File: src/rtl/clk_div_bank.sv
// Multi-channel programmable clock divider / tick generator, synchronous to clkin.
// Each channel has a divisor and high time that only change at period boundaries, so no runt pulses.
module clk_div_bank #(
  parameter int unsigned NCH     = 4,
  parameter int unsigned CHW     = 2,
  parameter int unsigned WIDTH   = 8,
  parameter int unsigned DEF_DIV = 18
) (
  input  logic             clkin,
  input  logic             rst,
  input  logic             cfg_valid,
  output logic             cfg_ready,
  input  logic [CHW-1:0]   cfg_ch,
  input  logic [WIDTH-1:0] cfg_div,
  input  logic [WIDTH-1:0] cfg_high,
  input  logic [NCH-1:0]   ch_en,
  output logic [NCH-1:0]   div_out,
  output logic [NCH-1:0]   tick,
  output logic [NCH-1:0]   pend
);

  localparam int unsigned NSEL = 1 << CHW;
  localparam logic [WIDTH-1:0] RST_DIV  = WIDTH'(DEF_DIV);
  localparam logic [WIDTH-1:0] RST_HIGH = WIDTH'(DEF_DIV / 2);

  typedef enum logic [1:0] {IDLE, RUN, DRAIN} state_t;

  // Unimplemented channel selects read as never-pending, so they always accept.
  logic [NSEL-1:0] pend_ext;
  assign pend_ext  = NSEL'(pend);
  assign cfg_ready = !pend_ext[cfg_ch];

  logic [WIDTH-1:0] div_cl;
  logic [WIDTH-1:0] high_cl;

  // High time is clamped against the already-clamped divisor.
  always_comb begin
    div_cl = (cfg_div < WIDTH'(2)) ? WIDTH'(2) : cfg_div;
    if (cfg_high == '0)
      high_cl = div_cl >> 1;
    else if (cfg_high >= div_cl)
      high_cl = div_cl - WIDTH'(1);
    else
      high_cl = cfg_high;
  end

  for (genvar i = 0; i < NCH; i++) begin : g_ch
    state_t           state_q, state_d;
    logic [WIDTH-1:0] cnt_q, cnt_d;
    logic [WIDTH-1:0] div_q, div_d;
    logic [WIDTH-1:0] high_q, high_d;
    logic [WIDTH-1:0] sdiv_q, sdiv_d;
    logic [WIDTH-1:0] shigh_q, shigh_d;
    logic             pend_q, pend_d;
    logic             dout_q, dout_d;
    logic             tick_q, tick_d;
    logic             xfer;
    logic             wrap;

    assign xfer = cfg_valid && cfg_ready && (cfg_ch == CHW'(i));
    assign wrap = (state_q != IDLE) && (cnt_q == div_q - WIDTH'(1));

    always_comb begin
      state_d = state_q;
      cnt_d   = cnt_q;
      div_d   = div_q;
      high_d  = high_q;
      sdiv_d  = sdiv_q;
      shigh_d = shigh_q;
      pend_d  = pend_q;

      case (state_q)
        IDLE: begin
          cnt_d = '0;
          if (ch_en[i]) state_d = RUN;
        end
        RUN: begin
          cnt_d = wrap ? '0 : cnt_q + WIDTH'(1);
          if (!ch_en[i]) state_d = DRAIN;
        end
        DRAIN: begin
          cnt_d = wrap ? '0 : cnt_q + WIDTH'(1);
          if (ch_en[i])  state_d = RUN;
          else if (wrap) state_d = IDLE;
        end
        default: begin
          state_d = IDLE;
          cnt_d   = '0;
        end
      endcase

      // Apply and transfer are mutually exclusive because cfg_ready is low while pending.
      if (wrap && pend_q) begin
        div_d  = sdiv_q;
        high_d = shigh_q;
        pend_d = 1'b0;
      end

      if (xfer) begin
        if (state_q == IDLE) begin
          div_d  = div_cl;
          high_d = high_cl;
        end else begin
          sdiv_d  = div_cl;
          shigh_d = high_cl;
          pend_d  = 1'b1;
        end
      end

      dout_d = (state_d != IDLE) && (cnt_d < high_d);
      tick_d = (state_d != IDLE) && (cnt_d == '0);
    end

    always_ff @(posedge clkin) begin
      if (rst) begin
        state_q <= IDLE;
        cnt_q   <= '0;
        div_q   <= RST_DIV;
        high_q  <= RST_HIGH;
        sdiv_q  <= RST_DIV;
        shigh_q <= RST_HIGH;
        pend_q  <= 1'b0;
        dout_q  <= 1'b0;
        tick_q  <= 1'b0;
      end else begin
        state_q <= state_d;
        cnt_q   <= cnt_d;
        div_q   <= div_d;
        high_q  <= high_d;
        sdiv_q  <= sdiv_d;
        shigh_q <= shigh_d;
        pend_q  <= pend_d;
        dout_q  <= dout_d;
        tick_q  <= tick_d;
      end
    end

    assign div_out[i] = dout_q;
    assign tick[i]    = tick_q;
    assign pend[i]    = pend_q;
  end

endmodule

File: config.mk
export PLATFORM = sky130hd
export DESIGN_NAME = clk_div_bank
export DESIGN_NICKNAME = d
export VERILOG_FILES = /design/src/rtl/clk_div_bank.sv
export SDC_FILE = /design/constraint.sdc
export NUM_CORES = 1
export LEC_CHECK = 0
export ABC_AREA = 1
export CELL_PAD_IN_SITES_DETAIL_PLACEMENT = 1
export CELL_PAD_IN_SITES_GLOBAL_PLACEMENT = 2
export CORE_MARGIN = 2
export CORE_UTILIZATION = 35
export DETAILED_ROUTE_END_ITERATION = 12
export PLACE_DENSITY_LB_ADDON = 0.05
export SLEW_MARGIN = 15
export SYNTH_ARGS = -nofsm -noshare
export SYNTH_HDL_FRONTEND = slang
export SYNTH_SLANG_ARGS = --single-unit
File: constraint.sdc
create_clock -name clkin -period 3.9 [get_ports clkin]
set_input_delay 0.585 -clock clkin [delete_from_list [all_inputs] [get_ports clkin]]
set_output_delay 0.585 -clock clkin [all_outputs]
set_load 0.01 [all_outputs]
==> flow_metrics.py, run 1 <==
metrics = {
    "yosys": {
        "synth-seq-cells": 180,
        "avgSynthCellArea_um2": 6.805,
        "yosysWarnings": 0,
        "netlist_area_um2": 10210,
        "ys.flop_type": "dfxtp_1",
        "synth_fp_nets": 1587,
        "async_flop_share_pct": 0,
        "synthCells": 1501,
        "synth_cell_types": 43,
        "yosysSeqAreaShare_pct": 35.28,
        "synth_edf_count": 0,
    },
    "finish": {
        "nNetsFinal": 1642,
        "layout_common_cells": "317 x nand2_1, 203 x inv_1, 180 x dfxtp_1",
        "final_common_cell": "nand2_1",
        "seq_area_um2": 3603,
        "final_util_pct": 41.12,
        "multi_input_area_um2": 5461,
        "diodes": 0,
        "fin_area_um2": 11800,
        "drive_gt1_share_pct": 9.624,
        "fill_cells": 3696,
        "area_growth_pct": 15.53,
    },
    "sta": {
        "hold_viol": 0,
        "holdWs_ps": 454.2,
        "worstMarginPinSlew_ps": 867.3,
        "worst_clock_skew_ps": 13.57,
        "rsz0062_at_grt": "false",
        "fin_ws_ps": 286.8,
        "fmax_mhz": 276.8,
        "layout_worst_path_cycle_share_pct": 92.65,
        "slew_headroom_pct": 42.18,
        "drv_slew": 0,
        "setup_viol": 0,
        "min_period_ps": 3613,
    },
    "grt": {
        "groute.usage.overall_pct": 22.13,
        "grt_pass1_vias": 9664,
        "grt-ovfl-total": 0,
        "grt_pass1_wl_mm": 52.88,
        "antenna_found_initial": 0,
        "grt_max_degree": 76,
    },
    "clock_network": {
        "insertion_delay_ps": 450,
        "numCtsBuffers": 17,
        "clkTransAtPathRegs_ps": 70,
        "cts-root-buf": "clkbuf_16",
        "post-cts-setup-buffers": 0,
        "cts_max_level": 4,
        "cts_tree": "done",
        "cts_num_sinks": 180,
        "cts_buffer_depth": 2,
    },
    "power": {
        "power.density_nw_per_um2": 381.1,
        "p_sw_share_pct": 29.48,
        "p_switching_mw": 1.326,
        "leakage_nw": 5.588,
        "seqPwrFrac_pct": 43.8,
        "p_comb_share_pct": 17.5,
        "p_total_mw": 4.497,
        "clkPwrFrac_pct": 38.8,
        "peakVddDrop_mv": 0.2881,
        "intPower_mw": 3.171,
    },
    "critical_path": {
        "r2r_slack_ps": 510,
        "cp-end-kind": "register",
        "cp.arrival_ps": 3950,
        "worst_ep_required_time_ps": 4240,
        "path_max_fanout": 9,
        "critPathLaunchType": "input port",
        "critical_path_class": "in2reg",
    },
    "detailed_routing": {
        "ant_nets": 0,
        "wirelength_mm": 32.41,
        "via_per_inst": 4.896,
        "route.detailed.wl_per_inst_um": 16.60,
        "vias": 9561,
        "drt-initial-drc-count": 431,
        "first_pass_iters": 5,
        "remaining_drc_errors": 0,
    },
    "place": {
        "placed_area_um2": 11220,
        "pre_cts_ws_ps": -143.3,
        "dp_hpwl_mm": 24.44,
        "gp_congestion": 0.8628,
        "port_buffers": 37,
    },
    "floorplan": {
        "rows": 62,
        "die_x_um": 174.8,
        "die_h_um": 174.8,
        "pin_count": 38,
        "core-area_um2": 28700,
        "start_util_pct": 35.59,
        "die_area_um2": 30570,
    },
    "run_status": {
        "status": "finished clean",
    },
    "min_path": {
        "min_path_type": "reg2reg",
    },
    "job": {
        "maxCapViolCount": 0,
    },
}
repair_timing:
action,CTS,global route
hold buffers,0,0
endpoints found under the setup margin,0,1
gates resized for setup,0,1
cell type report:
cell class / count / share of cell area [%]
Multi-Input combinational cell: 1034 / 46.28
Sequential cell: 180 / 30.53
Inverter: 226 / 7.188
Timing Repair Buffer: 97 / 7.040
Tap cell: 384 / 4.071
Clock buffer: 20 / 3.785
Clock inverter: 12 / 1.103
through the flow:
step / setup TNS (ps) / instances
floorplan: 0 / 1501
global placement: -53.60 / 1921
detailed placement: -477.0 / 1921
CTS: 0 / 1953
global route: 0 / 1953
finish: 0 / 1953
path summary, 6_finish.rpt:
kind                                  startpoint                             end  depth (start not counted)
setup / recovery                      cfg_div[2]       g_ch[1].dout_q$_SDFF_PP0_                         20
hold / removal    g_ch[2].sdiv_q[2]$_SDFFE_PP0P_  g_ch[2].sdiv_q[2]$_SDFFE_PP0P_                          2
setup reg to reg     g_ch[3].div_q[0]$_SDFF_PP0_       g_ch[3].dout_q$_SDFF_PP0_                         19
hold reg to reg   g_ch[2].sdiv_q[2]$_SDFFE_PP0P_  g_ch[2].sdiv_q[2]$_SDFFE_PP0P_                          2
power groups by stage:
stage | logic (mW) | registers (mW) | clock network [mW]
finish | 0.786 | 1.97 | 1.74
global route | 0.889 | 1.98 | 1.87
CTS | 0.798 | 1.97 | 1.79
detailed placement | 0.791 | 2.01 | 0
global placement | 0.779 | 2.01 | 0
floorplan | 0.483 | 1.99 | 0
synthesized netlist by cell type (22+ instances only):
cell      number  share of area [%]
nand3_1       80                3.9
inv_1        203                7.5
nand2_1      318                 12
o211ai_1      22                1.6
a21oi_1      117                5.7
ha_1          61                7.5
o21ai_0      138                6.8
xor2_1        27                2.3
dfxtp_1      180                 35
o21ai_1       34                1.7
nor2_1       132                4.9
clkbuf_1      28                1.0
state kept, by name, indices dropped and copies added (netlist names):
name	cells
g_ch.pend_q	4
g_ch.sdiv_q	32
g_ch.state_q	8
g_ch.dout_q	4
g_ch.tick_q	4
g_ch.high_q	32
g_ch.div_q	32
g_ch.shigh_q	32
g_ch.cnt_q	32
cells by family (layout without fill, tap and decap cells):
| logic type | after synthesis | after routing | share of synthesized area [%] |
|---|---|---|---|
| DFF | 180 | 180 | 35.28 |
| adders and majority gates | 61 | 61 | 7.472 |
| and+or+nand+nor | 612 | 612 | 25.97 |
| AOI/OAI and AO/OA | 324 | 324 | 16.82 |
| xor gates and xnor gates | 36 | 36 | 3.087 |
| buffers and inverters | 287 | 355 | 11.28 |
| muxes | 1 | 1 | 0.09800 |
critical path, stage by stage:
cell and delay [ps]:
clkdlybuf4s50_1 510, nor2_1 180, nand2_1 110, o21ai_2 160, inv_1 70, ha_1 290, a21oi_1 140, o21ai_0 80
nand2_1 70, nand3_1 140, buf_4 210, nand2_1 60, nor3b_2 240, buf_4 170, o21ai_1 110, ha_1 340
nand2_1 70, or2_2 290, nand4_1 90, a21oi_1 40
metal layers:
layer,wire [um],track usage (%),vias up,part of all wire [%]
met3,633,3.133,18,2.0
met4,310,4.722,0,0.96
li1,-,-,4943,-
met1,15980,29.71,4517,49
met5,0,0,-,0
met2,15490,37.76,83,48
Power figures use the tool's default switching activity.
==> inputs of run 2 (changes only) <==
- CORE_MARGIN: 2 -> not set
==> run 2 against run 1 <==
- first-iteration DRC count fell by 16%
- sequential share of layout area fell by 0.26 points
- worst hold slack improved by 3.1 ps
- combinational power rose by 2%
- power rose by 0.86%
- die area fell by 2.3%
- design area rose by 0.85%
- register-to-register slack improved by 180 ps
- critical path depth rose by 1
- via count rose by 0.86%
- critical path type unchanged
==> flow_metrics.py, run 2 (same netlist as run 1, synthesis figures left out) <==
metrics = {
    "clock_network": {
        "cts_max_level": 4,
        "cts_num_sinks": 180,
        "cts-root-buf": "clkbuf_16",
        "numCtsBuffers": 17,
        "insertion_delay_ps": 440,
        "cts_tree": "done",
        "clkTransAtPathRegs_ps": 80,
        "cts_buffer_depth": 2,
    },
    "floorplan": {
        "die_x_um": 172.8,
        "start_util_pct": 35.59,
        "rows": 62,
        "die_area_um2": 29870,
        "pin_count": 38,
        "die_h_um": 172.8,
        "core-area_um2": 28700,
    },
    "grt": {
        "grt-ovfl-total": 0,
        "grt_max_degree": 79,
        "grt_pass1_wl_mm": 53.46,
        "groute.usage.overall_pct": 22.76,
        "grt_pass1_vias": 9754,
        "antenna_found_initial": 1,
    },
    "sta": {
        "holdWs_ps": 457.3,
        "worstMarginPinSlew_ps": 573.1,
        "rsz0062_at_grt": "false",
        "tns_ps": 0,
        "worst_clock_skew_ps": 12.02,
        "slew_headroom_pct": 61.74,
        "layout_worst_path_cycle_share_pct": 91.49,
        "hold_viol": 0,
        "min_period_ps": 3568,
        "drv_slew": 0,
        "fmax_mhz": 280.3,
        "setup_viol": 0,
    },
    "finish": {
        "fin_area_um2": 11900,
        "diodes": 0,
        "nNetsFinal": 1651,
        "drive_gt1_share_pct": 10.27,
        "final_common_cell": "nand2_1",
        "final_util_pct": 41.46,
        "layout_common_cells": "318 x nand2_1, 203 x inv_1, 180 x dfxtp_1",
        "area_growth_pct": 16.51,
    },
    "job": {
        "maxCapViolCount": 0,
    },
    "detailed_routing": {
        "ant_nets": 0,
        "remaining_drc_errors": 0,
        "route.detailed.wl_per_inst_um": 16.73,
        "via_per_inst": 4.915,
        "drt-initial-drc-count": 363,
        "first_pass_iters": 5,
        "vias": 9643,
        "wirelength_mm": 32.82,
    },
    "power": {
        "power.density_nw_per_um2": 381.1,
        "peakVddDrop_mv": 0.2768,
        "leakage_nw": 5.647,
    },
    "place": {
        "port_buffers": 37,
        "gp_congestion": 0.8281,
        "dp_hpwl_mm": 24.88,
        "placed_area_um2": 11300,
    },
    "run_status": {
        "status": "finished clean",
    },
    "critical_path": {
        "critical_path_class": "in2reg",
        "path_max_fanout": 8,
        "worst_ep_required_time_ps": 4240,
        "r2r_cells": 20,
        "cp-end-kind": "register",
        "cp.arrival_ps": 3910,
        "critPathLaunchType": "input port",
    },
    "min_path": {
        "whs_path_depth": 2,
        "min_path_type": "reg2reg",
    },
}
[run 2: through the flow]
stage	cells	setup slack (ps)	power [mW]
floorplan	1501	454.2	2.474
global placement	1930	-82.07	2.804
detailed placement	1930	-180.8	2.816
CTS	1962	280.5	4.595
global route	1962	20.71	4.771
finish	1962	332.0	4.536
[run 2: path summary, 6_finish.rpt]
kind	start	endpoint	slack (ps)
max	cfg_div[2]	g_ch[1].dout_q$_SDFF_PP0_	330
min	g_ch[2].sdiv_q[0]$_SDFFE_PP0P_	g_ch[2].sdiv_q[0]$_SDFFE_PP0P_	460
max reg2reg	g_ch[1].state_q[0]$_SDFF_PP0_	g_ch[1].dout_q$_SDFF_PP0_	690
min reg2reg	g_ch[2].sdiv_q[0]$_SDFFE_PP0P_	g_ch[2].sdiv_q[0]$_SDFFE_PP0P_	460
[run 2: power by group]
group / internal (mW) / total [mW] / leakage, nW / switching [mW]
registers: 1.91 / 1.97 / 1.46 / 0.0532
logic: 0.307 / 0.800 / 3.90 / 0.493
clock network: 0.914 / 1.77 / 0.289 / 0.855
[run 2: routing by layer]
| metal | track usage (%) | share of wire, % | up-vias |
|---|---|---|---|
| met5 | 0 | 0.037 | - |
| met4 | 6.563 | 1.9 | 2 |
| met3 | 3.342 | 2.8 | 32 |
| met2 | 38.05 | 47 | 103 |
| met1 | 30.36 | 49 | 4539 |
| li1 | - | - | 4967 |
[run 2: final cells by class]
| class | instances | area, um2 |
|---|---|---|
| Fill cell | 3672 | 16800 |
| Multi-Input combinational cell | 1034 | 5468 |
| Sequential cell | 180 | 3603 |
| Timing Repair Buffer | 106 | 910.9 |
| Inverter | 226 | 848.3 |
| Tap cell | 384 | 480.5 |
| Clock buffer | 17 | 425.4 |
| Clock inverter | 15 | 165.2 |
[run 2: critical path: stages]
cell and delay, ps:
clkdlybuf4s50_1 530, nor2_2 150, nand2_1 90, o21ai_2 150, inv_1 80, ha_1 290, a21oi_1 140, o21ai_0 80
nand2_1 60, nand3_1 70, buf_4 180, buf_4 140, nand2_1 70, nor3b_4 240, buf_4 150, o21ai_1 70
ha_1 320, nand2_1 80, or2_2 290, nand4_1 90, a21oi_1 40
[run 2: what timing repair did]
item                                    4_1_cts  5_1_grt
endpoints found under the setup margin        0        3
setup buffers                                 0        0
gates resized for setup                       0        2
endpoints found under the hold margin         0        0
hold buffers                                  0        0
==> inputs of run 3 (changes only) <==
- TNS_END_PERCENT: not set -> 30
==> results of run 3 <==
Same layout as run 2: the final DEF is identical, and so are final timing and power.
